## config.mk

```make
export PLATFORM = sky130hd
export DESIGN_NAME = y86_seq_sequencer
export DESIGN_NICKNAME = d
export VERILOG_FILES = /design/src/rtl/y86_seq_sequencer.sv
export SDC_FILE = /design/constraint.sdc
export NUM_CORES = 1
export LEC_CHECK = 0
export CORE_ASPECT_RATIO = 1.25
export CORE_UTILIZATION = 41
export CTS_BUF_LIST = sky130_fd_sc_hd__clkbuf_8
export DETAILED_ROUTE_END_ITERATION = 16
export PLACE_DENSITY = 0.79
export SLEW_MARGIN = 25
export SYNTH_ARGS = -nofsm -noshare
export SYNTH_HDL_FRONTEND = slang
export SYNTH_SLANG_ARGS = --single-unit
```

## constraint.sdc

```tcl
create_clock -name clk_i -period 1.8 [get_ports clk_i]
set_clock_uncertainty 0.1 [all_clocks]
set_input_delay 0.27 -clock clk_i [delete_from_list [all_inputs] [get_ports clk_i]]
set_output_delay 0.27 -clock clk_i [all_outputs]
set_load 0.01 [all_outputs]
```

## src/rtl/y86_seq_sequencer.sv

```systemverilog
// Multi-cycle stage sequencer and architectural-state holder (PC, CC, Status, retired count) for the Y86-64 SEQ core.
// Optional MEMORY-state watchdog is enabled by defining Y86_SEQ_MEM_WATCHDOG_EN.
module y86_seq_sequencer #(
  parameter int unsigned       ADDR_W      = 64,
  parameter int unsigned       IMEM_BYTES  = 256,
  parameter logic [ADDR_W-1:0] RESET_PC    = '0,
  parameter int unsigned       CNT_W       = 32,
  parameter int unsigned       MEM_TIMEOUT = 16
) (
  input  logic              clk_i,
  input  logic              rst_ni,
  input  logic              start_i,
  input  logic [3:0]        icode_i,
  input  logic              fetch_hlt_i,
  input  logic              fetch_ins_i,
  input  logic              fetch_adr_i,
  input  logic              data_mem_error_i,
  input  logic              mem_ready_i,
  input  logic [ADDR_W-1:0] new_pc_i,
  input  logic [2:0]        cc_next_i,
  output logic [ADDR_W-1:0] pc_o,
  output logic [2:0]        cc_o,
  output logic [2:0]        stage_o,
  output logic              fetch_en_o,
  output logic              decode_en_o,
  output logic              execute_en_o,
  output logic              mem_req_o,
  output logic              wb_en_o,
  output logic              pc_en_o,
  output logic [3:0]        status_o,
  output logic              halted_o,
  output logic [CNT_W-1:0]  retired_count_o
);

  typedef enum logic [2:0] {
    S_IDLE      = 3'd0,
    S_FETCH     = 3'd1,
    S_DECODE    = 3'd2,
    S_EXECUTE   = 3'd3,
    S_MEMORY    = 3'd4,
    S_WRITEBACK = 3'd5,
    S_PCUPD     = 3'd6,
    S_STOP      = 3'd7
  } state_e;

  typedef enum logic [3:0] {
    ST_AOK = 4'd1,
    ST_ADR = 4'd2,
    ST_INS = 4'd3,
    ST_HLT = 4'd4
  } status_e;

  localparam logic [ADDR_W-1:0] IMEM_LIMIT = ADDR_W'(IMEM_BYTES);
  localparam logic [3:0]        ICODE_OPQ  = 4'h6;

  state_e            state_q, state_d;
  status_e           status_q, status_d;
  logic [ADDR_W-1:0] pc_q, pc_d;
  logic [2:0]        cc_q, cc_d;
  logic [CNT_W-1:0]  retired_q, retired_d;
  logic              fetch_en_q, decode_en_q, execute_en_q;
  logic              mem_req_q, wb_en_q, pc_en_q, halted_q;
  logic              wdog_expired;

  // mrmovq, rmmovq, call, ret, pushq, popq touch data memory.
  function automatic logic needs_mem(input logic [3:0] ic);
    case (ic)
      4'h4, 4'h5, 4'h8, 4'h9, 4'hA, 4'hB: needs_mem = 1'b1;
      default:                            needs_mem = 1'b0;
    endcase
  endfunction

`ifdef Y86_SEQ_MEM_WATCHDOG_EN
  localparam int unsigned    WD_W    = (MEM_TIMEOUT < 2) ? 1 : $clog2(MEM_TIMEOUT);
  localparam logic [WD_W-1:0] WD_LAST = WD_W'(MEM_TIMEOUT - 1);

  // Counts completed MEMORY cycles; held at zero elsewhere so it is clear on entry.
  logic [WD_W-1:0] wdog_q, wdog_d;

  always_comb begin
    wdog_d = '0;
    if (state_q == S_MEMORY && wdog_q != WD_LAST) begin
      wdog_d = wdog_q + WD_W'(1);
    end
  end

  always_ff @(posedge clk_i or negedge rst_ni) begin
    if (!rst_ni) begin
      wdog_q <= '0;
    end else begin
      wdog_q <= wdog_d;
    end
  end

  assign wdog_expired = (wdog_q == WD_LAST);
`else
  assign wdog_expired = 1'b0;
`endif

  always_comb begin
    state_d   = state_q;
    status_d  = status_q;
    pc_d      = pc_q;
    cc_d      = cc_q;
    retired_d = retired_q;
    case (state_q)
      S_IDLE: begin
        if (start_i) begin
          state_d = S_FETCH;
        end
      end
      S_FETCH: begin
        if (fetch_hlt_i) begin
          status_d  = ST_HLT;
          retired_d = retired_q + CNT_W'(1);
          state_d   = S_STOP;
        end else if (fetch_ins_i) begin
          status_d = ST_INS;
          state_d  = S_STOP;
        end else if (fetch_adr_i || pc_q >= IMEM_LIMIT) begin
          status_d = ST_ADR;
          state_d  = S_STOP;
        end else begin
          state_d = S_DECODE;
        end
      end
      S_DECODE: begin
        state_d = S_EXECUTE;
      end
      S_EXECUTE: begin
        if (icode_i == ICODE_OPQ) begin
          cc_d = cc_next_i;
        end
        state_d = needs_mem(icode_i) ? S_MEMORY : S_WRITEBACK;
      end
      S_MEMORY: begin
        // A late MemReady in the final allowed cycle still wins over the watchdog.
        if (mem_ready_i) begin
          if (data_mem_error_i) begin
            status_d = ST_ADR;
            state_d  = S_STOP;
          end else begin
            state_d = S_WRITEBACK;
          end
        end else if (wdog_expired) begin
          status_d = ST_ADR;
          state_d  = S_STOP;
        end
      end
      S_WRITEBACK: begin
        state_d = S_PCUPD;
      end
      S_PCUPD: begin
        pc_d      = new_pc_i;
        retired_d = retired_q + CNT_W'(1);
        state_d   = S_FETCH;
      end
      default: begin
        state_d = S_STOP;
      end
    endcase
  end

  // Strobes are registered from the next state so each one is a clean Moore output of state_q.
  always_ff @(posedge clk_i or negedge rst_ni) begin
    if (!rst_ni) begin
      state_q      <= S_IDLE;
      status_q     <= ST_AOK;
      pc_q         <= RESET_PC;
      cc_q         <= 3'b000;
      retired_q    <= '0;
      fetch_en_q   <= 1'b0;
      decode_en_q  <= 1'b0;
      execute_en_q <= 1'b0;
      mem_req_q    <= 1'b0;
      wb_en_q      <= 1'b0;
      pc_en_q      <= 1'b0;
      halted_q     <= 1'b0;
    end else begin
      state_q      <= state_d;
      status_q     <= status_d;
      pc_q         <= pc_d;
      cc_q         <= cc_d;
      retired_q    <= retired_d;
      fetch_en_q   <= (state_d == S_FETCH);
      decode_en_q  <= (state_d == S_DECODE);
      execute_en_q <= (state_d == S_EXECUTE);
      mem_req_q    <= (state_d == S_MEMORY);
      wb_en_q      <= (state_d == S_WRITEBACK);
      pc_en_q      <= (state_d == S_PCUPD);
      halted_q     <= (state_d == S_STOP);
    end
  end

  assign pc_o            = pc_q;
  assign cc_o            = cc_q;
  assign stage_o         = state_q;
  assign status_o        = status_q;
  assign retired_count_o = retired_q;
  assign fetch_en_o      = fetch_en_q;
  assign decode_en_o     = decode_en_q;
  assign execute_en_o    = execute_en_q;
  assign mem_req_o       = mem_req_q;
  assign wb_en_o         = wb_en_q;
  assign pc_en_o         = pc_en_q;
  assign halted_o        = halted_q;

endmodule

```

==> results.py <==
metrics = {
    "logic_synthesis": {
        "asyncSetResetFlopFracSynth_pct": 100,
        "synthAdderAreaFrac_pct": 0.260,
        "syn_nets": 434,
        "synth_cell_types": 46,
        "seq_area_frac_synth_pct": 58.4,
        "yosys_warnings": 0,
        "synth-edff-count": 0,
        "synthXorXnorAreaFrac_pct": 5.83,
        "synth_simple_gate_area_share_pct": 14.6,
        "synth_compound_area_share_pct": 2.42,
        "synth_top_family_by_area": "multiplexers",
        "synth.area.mux_share_pct": 16.2,
        "ys.flop_type": "dfrtp_1",
        "postSynthCellCount": 354,
        "ys_ff_latch": 112,
        "netlist_area_sq_um": 4800,
        "syn_area_per_cell_sq_um": 13.6,
    },
    "global_routing": {
        "grt-ovfl-total": 0,
        "track_usage_pct": 21.6,
        "antenna_found_initial": 0,
        "grt_pass1_vias": 4104,
        "grt_pass1_wl_microns": 20100,
        "grt_max_degree": 74,
    },
    "timing": {
        "fmax_mhz": 513,
        "period_minus_slack_ns": 1.95,
        "rsz0062_at_grt": "yes",
        "worstMarginPinSlew_ns": 0.560,
        "slew_headroom_pct": 62.5,
        "final.period_utilization_pct": 108,
        "fin_ws_ns": -0.150,
        "report.final.slew_viol_count": 0,
        "fin_hold_ws_ns": 0.129,
        "setup_viol": 10,
        "fin_tns_setup_ns": -0.943,
        "hold_violations": 0,
    },
    "clocking": {
        "clockBufferDepth": 2,
        "ctsHtreeMaxLevel": 3,
        "cts_sinks": 112,
        "cts-root-buf": "clkbuf_8",
        "insertion_delay_ns": 0.36,
        "cts_made_buffers": 9,
        "clk_pin_slew_worst_paths_ns": 0.10,
        "cts_tree": "built",
    },
    "route": {
        "vias_per_cell": 4.98,
        "drt_iter0_markers": 142,
        "num_vias": 3793,
        "routed_wl_microns": 12500,
        "ant_nets": 0,
        "first_pass_iters": 4,
        "drc": 0,
        "wl_per_cell_microns": 16.4,
    },
    "power_and_ir_drop": {
        "powerDensity_nw_per_um2": 537,
        "ir_worst_vdd_mv": 0.460,
        "p_leak_nw": 4.39,
    },
    "floorplan": {
        "ios": 192,
        "fp.dieArea_sq_um": 12200,
        "core-area_sq_um": 11200,
        "die_x_microns": 98.8,
        "die_h_microns": 123,
        "initial_utilization_pct": 42.7,
        "fp-row-count": 43,
    },
    "final_layout": {
        "diodes": 0,
        "nFillCells": 787,
        "fin_area_sq_um": 7890,
        "drive_gt1_share_pct": 33.3,
        "syn2layout_area_growth_pct": 64.2,
        "final_nets": 703,
        "fin_util_pct": 70.1,
    },
    "job": {
        "max_cap_viol_count": 0,
    },
    "hold_path": {
        "min_path_type": "input port to async pin",
    },
    "placed_design": {
        "hpwlAfterDp_microns": 9350,
        "portBuffers": 190,
        "finalWeightedCongestion": 0.777,
        "placed_cell_area_sq_um": 7340,
    },
    "worst_setup_path": {
        "rr_worst_depth": 5,
        "crit_type": "register to register",
        "start_kind": "register",
        "crit_fanout": 4,
        "worstSetupEndpointType": "register",
        "required_ns": 1.99,
        "r2r-end": "decode_en_o$_DFF_PN0_",
        "worst-r2r-setup-slack_ns": -0.15,
        "r2r-start": "pc_o[63]$_DFFE_PN0P_",
        "cp.arrival_ns": 2.14,
    },
    "status": {
        "status": "finished, violations left",
        "violations": "negative setup slack",
    },
}
state kept, by name (all words and copies together), names as in the netlist:
| signal | count |
|---|---|
| fetch_en_o | 1 |
| status_o | 3 |
| pc_o | 64 |
| execute_en_o | 1 |
| halted_o | 1 |
| retired_count_o | 32 |
| mem_req_o | 1 |
| wb_en_o | 1 |
| decode_en_o | 1 |
| stage_o | 3 |
| cc_o | 3 |
| pc_en_o | 1 |
layout make-up:
class | count | area [sq um] | area share [%]
flip-flops and latches | 112 | 2810 | 35.7
inverters | 10 | 37.5 | 0.476
repair buffers | 270 | 2630 | 33.3
clock inverters | 5 | 48.8 | 0.619
well taps | 135 | 169 | 2.14
multi-input cells | 220 | 2060 | 26.1
clock buffers | 10 | 138 | 1.74
worst max-delay path by stage:
| stage | slack [ns] | start | depth (start not counted) | to |
|---|---|---|---|---|
| floorplan | -0.003 | pc_o[21]$_DFFE_PN0P_ | 4 | status_o[1]$_DFFE_PN0P_ |
| global placement | -0.34 | fetch_hlt_i | 6 | retired_count_o[27]$_DFFE_PN0P_ |
| detailed placement | -0.38 | fetch_hlt_i | 6 | retired_count_o[27]$_DFFE_PN0P_ |
| CTS | -0.17 | pc_o[63]$_DFFE_PN0P_ | 5 | decode_en_o$_DFF_PN0_ |
| global route | -0.24 | pc_o[63]$_DFFE_PN0P_ | 5 | decode_en_o$_DFF_PN0_ |
| finish | -0.15 | pc_o[63]$_DFFE_PN0P_ | 5 | decode_en_o$_DFF_PN0_ |
through the flow:
step | power (mW) | instances | setup WS (ns)
2_1_floorplan | 2.59 | 354 | -0.00321
3_5_place_dp | 2.83 | 729 | -0.376
6_report | 4.24 | 762 | -0.150
5_1_grt | 4.44 | 762 | -0.239
4_1_cts | 4.29 | 748 | -0.169
3_3_place_gp | 2.82 | 729 | -0.345
where the power goes:
part,switching [mW],leakage [nW],internal (mW)
combinational,0.0868,2.77,0.172
sequential,0.00126,1.51,2.52
clock,0.796,0.103,0.664
critical path, cell delays in order (launching register included):
cell and delay, ns:
dfrtp_1 0.41, nor4_2 0.33, nand4_1 0.17, or3_4 0.45, nor4_4 0.22, nor3b_2 0.21
layout by cell type (no fill, tap or decap), types with 3 or more instances in the layout:
master / count
dlygate4sd2_1: 14
xnor2_1: 17
nor3_2: 3
nand4_1: 7
nor3_4: 3
a21oi_1: 5
buf_12: 4
dfrtp_1: 104
nor2b_1: 3
nand2_1: 19
dlymetal6s2s_1: 29
and2_1: 3
dfrtp_2: 7
clkbuf_8: 10
nor4_1: 7
nor4_2: 7
xor2_1: 14
nor2_1: 12
clkdlybuf4s50_1: 146
mux2_2: 66
buf_4: 71
buf_6: 5
inv_1: 11
nand3_1: 8
clkinv_2: 3
nor4_4: 8
nand4_4: 3
metal layers:
layer / track usage (%) / share of wire (%)
met5: 0 / 0
met4: 8.02 / 1.8
met3: 7.63 / 7.5
met1: 23.5 / 37
met2: 38.6 / 54
timing repair:
item | CTS | global route
pin swaps | 6 | 13
setup buffers | 3 | 14
hold buffers | 1 | 0
hold endpoints to repair | 111 | 0
setup endpoints to repair | 33 | 63
resized for setup | 29 | 51
cells in the mapped netlist (2+ instances only):
library cell	n	share of area (%)
o21ai_0	2	0.21
nand3_1	8	0.83
inv_1	10	0.78
nor4_4	2	0.89
nand4_1	7	0.91
dfrtp_1	111	58
nor4_1	10	1.3
nand2_1	20	1.6
nor4_2	10	2.6
nand4_2	2	0.52
xnor2_1	18	3.3
a21oi_1	5	0.52
o31ai_1	2	0.31
buf_4	2	0.31
buf_2	8	0.83
nor3_2	4	0.83
nor3_1	4	0.42
nor2_1	14	1.1
nand2b_1	2	0.26
nand4_4	2	0.89
and2_1	3	0.39
a21o_1	2	0.31
xor2_1	14	2.6
nor2b_1	3	0.39
mux2_2	68	16
logic make-up after synthesis:
group / Yosys count
XOR/XNOR: 32
AO/OA/AOI/OAI: 17
AND/OR/NAND/NOR: 100
multiplexers: 69
other: 1
buffers and inverters: 22
flip-flops: 112
adder cells (fa/ha/maj): 1
Note: power is estimated with default switching activity, not from simulation.
